## config.mk

```make
export PLATFORM = sky130hd
export DESIGN_NAME = conv2d_naive
export DESIGN_NICKNAME = d
export VERILOG_FILES = /design/src/rtl/conv2d_naive.sv
export SDC_FILE = /design/constraint.sdc
export NUM_CORES = 2
export LEC_CHECK = 0
export ABC_AREA = 1
export CAP_MARGIN = 20
export CORE_ASPECT_RATIO = 1.5
export CORE_MARGIN = 2
export CORE_UTILIZATION = 50
export DETAILED_ROUTE_END_ITERATION = 10
export GPL_ROUTABILITY_DRIVEN = 0
export MAX_ROUTING_LAYER = met4
export PLACE_DENSITY_LB_ADDON = 0.3
export SLEW_MARGIN = 40
export SYNTH_ARGS = -nofsm -noshare
export SYNTH_HDL_FRONTEND = slang
export SYNTH_SLANG_ARGS = --single-unit
```

## constraint.sdc

```tcl
create_clock -name clk -period 17.4 [get_ports clk]
set_input_delay 2.61 -clock clk [delete_from_list [all_inputs] [get_ports clk]]
set_output_delay 2.61 -clock clk [all_outputs]
set_load 0.01 [all_outputs]
```

## src/rtl/conv2d_naive.sv

```systemverilog
// Naive WT_DIM x WT_DIM 2-D convolution over an fm_dim x fm_dim feature map with zero halo.
// Define CONV2D_ZERO_SKIP_EN to skip IFM reads for taps whose weight is zero.
module conv2d_naive #(
  parameter int AWIDTH = 14,
  parameter int DWIDTH = 32,
  parameter int WT_DIM = 3
) (
  input  logic              clk,
  input  logic              rst,
  input  logic              start,
  output logic              idle,
  output logic              done,
  input  logic [31:0]       fm_dim,
  input  logic [31:0]       wt_offset,
  input  logic [31:0]       ifm_offset,
  input  logic [31:0]       ofm_offset,
  output logic [AWIDTH-1:0] req_read_addr,
  output logic              req_read_addr_valid,
  input  logic              req_read_addr_ready,
  output logic [31:0]       req_read_len,
  input  logic [DWIDTH-1:0] resp_read_data,
  input  logic              resp_read_data_valid,
  output logic              resp_read_data_ready,
  output logic [AWIDTH-1:0] req_write_addr,
  output logic              req_write_addr_valid,
  input  logic              req_write_addr_ready,
  output logic [31:0]       req_write_len,
  output logic [DWIDTH-1:0] req_write_data,
  output logic              req_write_data_valid,
  input  logic              req_write_data_ready,
  output logic [DWIDTH-1:0] resp_write_status,
  output logic              resp_write_status_valid,
  input  logic              resp_write_status_ready
);
  localparam int NW = WT_DIM * WT_DIM;
  localparam int KW = (NW > 1) ? $clog2(NW) : 1;
  localparam int MW = (WT_DIM > 1) ? $clog2(WT_DIM) : 1;
  localparam logic signed [33:0] HALO = 34'(WT_DIM / 2);
  localparam logic [MW-1:0] TAP_MAX = MW'(WT_DIM - 1);

  typedef enum logic [2:0] {
    S_IDLE, S_LOAD_REQ, S_LOAD_RESP, S_TAP, S_READ_REQ, S_READ_RESP, S_WRITE, S_DONE
  } state_t;

  state_t            state;
  logic [31:0]       fm_reg, wt_off_reg, ifm_off_reg, ofm_off_reg;
  logic [DWIDTH-1:0] wt_regs [NW];
  logic [KW-1:0]     k_reg;
  logic [31:0]       y_reg, x_reg;
  logic [MW-1:0]     m_reg, n_reg;
  logic [DWIDTH-1:0] acc_reg;

  logic signed [33:0] iy, ix, fm_s;
  logic              halo, skip, tap_last, pix_last;
  logic [KW-1:0]     w_idx;
  logic [DWIDTH-1:0] cur_w, acc_sum;
  logic [31:0]       tap_addr, ofm_addr, ld_addr;
  logic [MW-1:0]     m_adv, n_adv;
  logic              unused_status_ready;

  assign req_read_len            = 32'd1;
  assign req_write_len           = 32'd1;
  assign resp_write_status       = '0;
  assign resp_write_status_valid = 1'b0;
  assign unused_status_ready     = resp_write_status_ready;

  always_comb begin
    iy       = $signed({2'b00, y_reg}) + $signed({{(34-MW){1'b0}}, m_reg}) - HALO;
    ix       = $signed({2'b00, x_reg}) + $signed({{(34-MW){1'b0}}, n_reg}) - HALO;
    fm_s     = $signed({2'b00, fm_reg});
    halo     = iy[33] || ix[33] || (iy >= fm_s) || (ix >= fm_s);
    w_idx    = KW'(int'(m_reg) * WT_DIM + int'(n_reg));
    cur_w    = wt_regs[w_idx];
`ifdef CONV2D_ZERO_SKIP_EN
    skip     = halo || (cur_w == '0);
`else
    skip     = halo;
`endif
    acc_sum  = acc_reg + resp_read_data * cur_w;
    tap_addr = ifm_off_reg + iy[31:0] * fm_reg + ix[31:0];
    ofm_addr = ofm_off_reg + y_reg * fm_reg + x_reg;
    ld_addr  = wt_off_reg + 32'(k_reg) + 32'd1;
    tap_last = (m_reg == TAP_MAX) && (n_reg == TAP_MAX);
    pix_last = (x_reg == fm_reg - 32'd1) && (y_reg == fm_reg - 32'd1);
    n_adv    = (n_reg == TAP_MAX) ? '0 : n_reg + 1'b1;
    m_adv    = (n_reg == TAP_MAX) ? m_reg + 1'b1 : m_reg;
  end

  always_ff @(posedge clk) begin
    if (!rst) begin
      state                <= S_IDLE;
      idle                 <= 1'b1;
      done                 <= 1'b0;
      fm_reg               <= '0;
      wt_off_reg           <= '0;
      ifm_off_reg          <= '0;
      ofm_off_reg          <= '0;
      for (int i = 0; i < NW; i++) wt_regs[i] <= '0;
      k_reg                <= '0;
      y_reg                <= '0;
      x_reg                <= '0;
      m_reg                <= '0;
      n_reg                <= '0;
      acc_reg              <= '0;
      req_read_addr        <= '0;
      req_read_addr_valid  <= 1'b0;
      resp_read_data_ready <= 1'b0;
      req_write_addr       <= '0;
      req_write_addr_valid <= 1'b0;
      req_write_data       <= '0;
      req_write_data_valid <= 1'b0;
    end else begin
      case (state)
        S_IDLE: if (start) begin
          fm_reg      <= fm_dim;
          wt_off_reg  <= wt_offset;
          ifm_off_reg <= ifm_offset;
          ofm_off_reg <= ofm_offset;
          done        <= 1'b0;
          idle        <= 1'b0;
          k_reg       <= '0;
          y_reg       <= '0;
          x_reg       <= '0;
          m_reg       <= '0;
          n_reg       <= '0;
          acc_reg     <= '0;
          // An empty map needs neither the kernel nor any IFM data.
          if (fm_dim == 32'd0) begin
            state <= S_DONE;
          end else begin
            req_read_addr       <= wt_offset[AWIDTH-1:0];
            req_read_addr_valid <= 1'b1;
            state               <= S_LOAD_REQ;
          end
        end
        S_LOAD_REQ, S_READ_REQ: if (req_read_addr_ready) begin
          req_read_addr_valid  <= 1'b0;
          resp_read_data_ready <= 1'b1;
          state                <= (state == S_LOAD_REQ) ? S_LOAD_RESP : S_READ_RESP;
        end
        S_LOAD_RESP: if (resp_read_data_valid) begin
          resp_read_data_ready <= 1'b0;
          wt_regs[k_reg]       <= resp_read_data;
          if (k_reg == KW'(NW - 1)) begin
            state <= S_TAP;
          end else begin
            k_reg               <= k_reg + 1'b1;
            req_read_addr       <= ld_addr[AWIDTH-1:0];
            req_read_addr_valid <= 1'b1;
            state               <= S_LOAD_REQ;
          end
        end
        S_TAP: begin
          if (skip) begin
            m_reg <= m_adv;
            n_reg <= n_adv;
            if (tap_last) begin
              req_write_addr       <= ofm_addr[AWIDTH-1:0];
              req_write_data       <= acc_reg;
              req_write_addr_valid <= 1'b1;
              req_write_data_valid <= 1'b1;
              state                <= S_WRITE;
            end
          end else begin
            req_read_addr       <= tap_addr[AWIDTH-1:0];
            req_read_addr_valid <= 1'b1;
            state               <= S_READ_REQ;
          end
        end
        S_READ_RESP: if (resp_read_data_valid) begin
          resp_read_data_ready <= 1'b0;
          acc_reg              <= acc_sum;
          m_reg                <= m_adv;
          n_reg                <= n_adv;
          if (tap_last) begin
            req_write_addr       <= ofm_addr[AWIDTH-1:0];
            req_write_data       <= acc_sum;
            req_write_addr_valid <= 1'b1;
            req_write_data_valid <= 1'b1;
            state                <= S_WRITE;
          end else begin
            state <= S_TAP;
          end
        end
        S_WRITE: begin
          if (req_write_addr_ready) req_write_addr_valid <= 1'b0;
          if (req_write_data_ready) req_write_data_valid <= 1'b0;
          // Address and data channels may complete on different cycles.
          if ((!req_write_addr_valid || req_write_addr_ready) &&
              (!req_write_data_valid || req_write_data_ready)) begin
            acc_reg <= '0;
            m_reg   <= '0;
            n_reg   <= '0;
            if (pix_last) begin
              state <= S_DONE;
            end else begin
              state <= S_TAP;
              if (x_reg == fm_reg - 32'd1) begin
                x_reg <= '0;
                y_reg <= y_reg + 32'd1;
              end else begin
                x_reg <= x_reg + 32'd1;
              end
            end
          end
        end
        S_DONE: begin
          done  <= 1'b1;
          idle  <= 1'b1;
          state <= S_IDLE;
        end
        default: state <= S_IDLE;
      endcase
    end
  end
endmodule

```

==> results summary <==
The cell with the largest stage delay on the worst path is clkinv_1. The period utilization is roughly two thirds. The required time of the worst setup path came out at about 18 ns. The share of synthesized area in the top cell type comes to 23.44%. The sum of negative setup slack is 0 ns. The worst hold path begins at idle. The endpoint kind of the worst setup timing path is a register. The largest net degree at the start of global routing is about 160. The worst pin sits at a relative slew slack of 41.18%. Clock tree synthesis selected as its root buffer the cell clkbuf_16. In this run, post-CTS hold repair placed 0 buffers. The total I/O pin count came out at 331. In the final routed layout, each cell accounts on average for approximately 21 um. The run finished with clean final reports. The half-perimeter wire length after placement came out at ~160000 um.

The proportion of synthesized flip-flops having asynchronous set or reset came out at 0%. The most critical setup path has its startpoint at m_reg[0]. The starting DRC count in detailed routing came out at 5045. Global routing used about a third of the available tracks across all layers. The number of setup buffers added after CTS came out at 0. Across all layers, the routed design uses 55480 vias. The number of clock buffers added by TritonCTS is 79. The number of gates resized after CTS was 0. The worst-case reg-to-reg path depth is 40. The minimum clock period is 11.77 ns.

The most flop-heavy register is wt_regs. The first global-routing pass estimated 321600 um of wire. The number of pins exceeding their max-slew limit in the final report came out at 0.

The number of flip-flops in the largest register came out at 512. The arrival time at the worst endpoint came out at between 10 and 15 ns. The number of global-route vias before repair is between 50000 and 60000.

The area of all sequential standard cells came out at around 0.020 mm^2. Max-cap violations in this run came to 0. The synthesis-to-finish area growth is 8.986%. The post-synthesis register bit count came out at about 760. The via-per-instance ratio is 5.625. The remaining number of nets flagged by the antenna check after routing is 0. The CTS clock-pin slew for the worst setup and hold paths is around 0.07 ns. The CTS H-tree depth is 3. The die is 299.7 um wide. The total standard cell area after synthesis came out at around 0.066 mm^2. In the final design database the tool counted 9271 nets. In this run the worst hold path is classified as register to register. The startpoint type of the worst setup path is a register.

The part of the Yosys area used for sequential elements came out at 30.98%. Global routing finished with a remaining overflow of 0. Summed over all instances, the cell type with the most area after synthesis is edfxtp_1.

The average footprint of a synthesized cell came out at 8.148 um^2. The number of antenna violations at the first check in global routing came out at 2. The actual transition at the worst max-transition pin came out at between 0.8 and 0.9 ns. The final setup violation count is 0. Static timing analysis puts the maximum clock frequency at 84.99 MHz. The count of warnings emitted by yosys is 0.

In the post-synthesis netlist, the biggest area contributors are edfxtp_1, fa_1, nand2_1. Setup repair after global routing left no endpoint under its margin. The commonest cells after synthesis are nand2_1, inv_1, nor2_1. TritonCTS built the clock tree. The clock sink count came out at 759. The total length of routed wires came out at roughly 210000 um. The floorplan step defined a die boundary enclosing 0.1341 mm^2. Synthesis produced a netlist whose cell count is 8049. The fraction of final layout cells with drive strength greater than 1 came out at 4.104%. Of all nets on the critical path, the largest fanout is 28.

The clock passes through at most 3 buffers. In this run the tool buffered the top-level ports with 178 buffer cells. The first TritonRoute pass finished after 8 iterations. The core region area came out at 0.1301 mm^2.

Yosys mapped a number of flops with a built-in enable equal to 512. Counting stages on the worst path, the most repeated cell is inv_1. The startpoint identified for the worst register-to-register timing path is m_reg[0].

By startpoint and endpoint, the worst setup path is classified as register to register. The hold violation count in the final report was 0. The height of the die came out at 447.6 um. The critical register-to-register path endpoint is req_write_data[29]. The worst hold path was traced through 2 stages.

The maximum single-stage delay on the critical path is 0.84 ns. The clock reaches the later pin of the worst-skew pair after 0.73 ns. The starting utilization of the core area is about half.

The number of distinct library cells after synthesis is 59. The most common cell in the netlist is nand2_1. The area of the multi-input gates came out at about 0.039 mm^2.

After floorplanning, the core was divided into 162 placement rows. The residual DRC count is 0. The worst setup slack for register-to-register paths came out at 5.63 ns. The worst hold path terminates at idle. The post-route clock skew came out at roughly 0.065 ns. The number of fill cells is approximately 12000. Among all flip-flop cells after synthesis, the most frequent one is edfxtp_1.
[how the worst max path moves through the flow]
| stage | to | slack, ns | cells after the start |
|---|---|---|---|
| final | req_write_data[29] | 5.63 | 40 |
| after global routing | req_write_data[29] | 4.92 | 40 |
| after CTS | req_write_data[29] | 5.68 | 40 |
| after detailed placement | req_write_data[29] | 5.69 | 40 |
| after global placement | req_write_data[29] | 5.77 | 40 |
| after floorplan | req_write_data[29] | 7.68 | 32 |
[critical path, delay by kind of cell (launching register included)]
family | cells | cell delay [ns]
AOI/OAI and AO/OA | 6 | 0.97
buffers and inverters | 12 | 2.45
DFF | 1 | 0.40
adders and majority gates | 12 | 5.19
and+or+nand+nor | 10 | 2.66
[cell type report]
class                           count  share of cell area, %
Sequential cell                   759                  28.43
Clock inverter                     52                 0.8910
Tap cell                         1722                  3.014
Clock buffer                       96                  2.929
Antenna cell                        2               0.007002
Inverter                         1285                  6.767
Multi-Input combinational cell   5640                  54.05
Timing Repair Buffer              306                  3.905
[layer usage]
metal	global-route usage [%]	up-vias	share of wire (%)
met2	55.23	2683	49
met1	34.57	26770	34
met4	23.44	0	8.6
met5	-	-	0
met3	4.757	814	8.0
li1	-	25210	-
[cells by family (layout without fill, tap and decap cells)]
group | Yosys count | count (layout) | synth area share [%]
and+or+nand+nor | 3550 | 3550 | 22.49
buffers and inverters | 1745 | 1739 | 10.82
adders and majority gates | 1032 | 1032 | 26.60
DFF | 759 | 759 | 30.98
AOI/OAI and AO/OA | 724 | 724 | 5.899
xor gates and xnor gates | 237 | 237 | 3.199
other | 2 | 99 | 0.01145
[layout by cell type, fill, tap and decap left out, types with 6 or more instances in the layout]
master / instances
xor2_1: 184
clkbuf_16: 80
a31oi_1: 13
clkbuf_1: 12
nand2_2: 11
fa_1: 603
a211oi_1: 15
conb_1: 97
nand3b_1: 10
inv_2: 13
clkinv_1: 35
ha_1: 426
nand2_1: 1771
or2_2: 11
nand4_1: 63
nand3_1: 672
bufinv_16: 9
clkdlybuf4s50_1: 176
nor3_1: 82
dfxtp_1: 243
buf_4: 124
clkinv_2: 11
a21oi_1: 411
a21o_1: 12
nor3_2: 6
o211ai_1: 10
o21bai_1: 11
xnor2_1: 49
nor2_4: 7
inv_1: 1247
nor2_1: 853
o21ai_1: 8
nor4_1: 32
o21ai_0: 212
nor2_2: 8
edfxtp_1: 512
[per-stage QoR]
stage	std cells	instance area (um^2)	setup WS, ns	utilization (%)	hold slack (ns)
2_1_floorplan	8144	65940	7.676	-	0.4353
3_3_place_gp	9710	68670	5.770	52.77	0.4409
3_5_place_dp	9712	68740	5.692	52.82	0.4459
4_1_cts	9860	71470	5.677	54.92	0.4596
5_1_grt	9861	71470	4.921	54.93	0.4812
6_report	9862	71480	5.634	54.93	0.4592
Power is left out: the tool's default activity adds up to more than one toggle a clock period on the data nets, which glitch-free logic cannot reach.
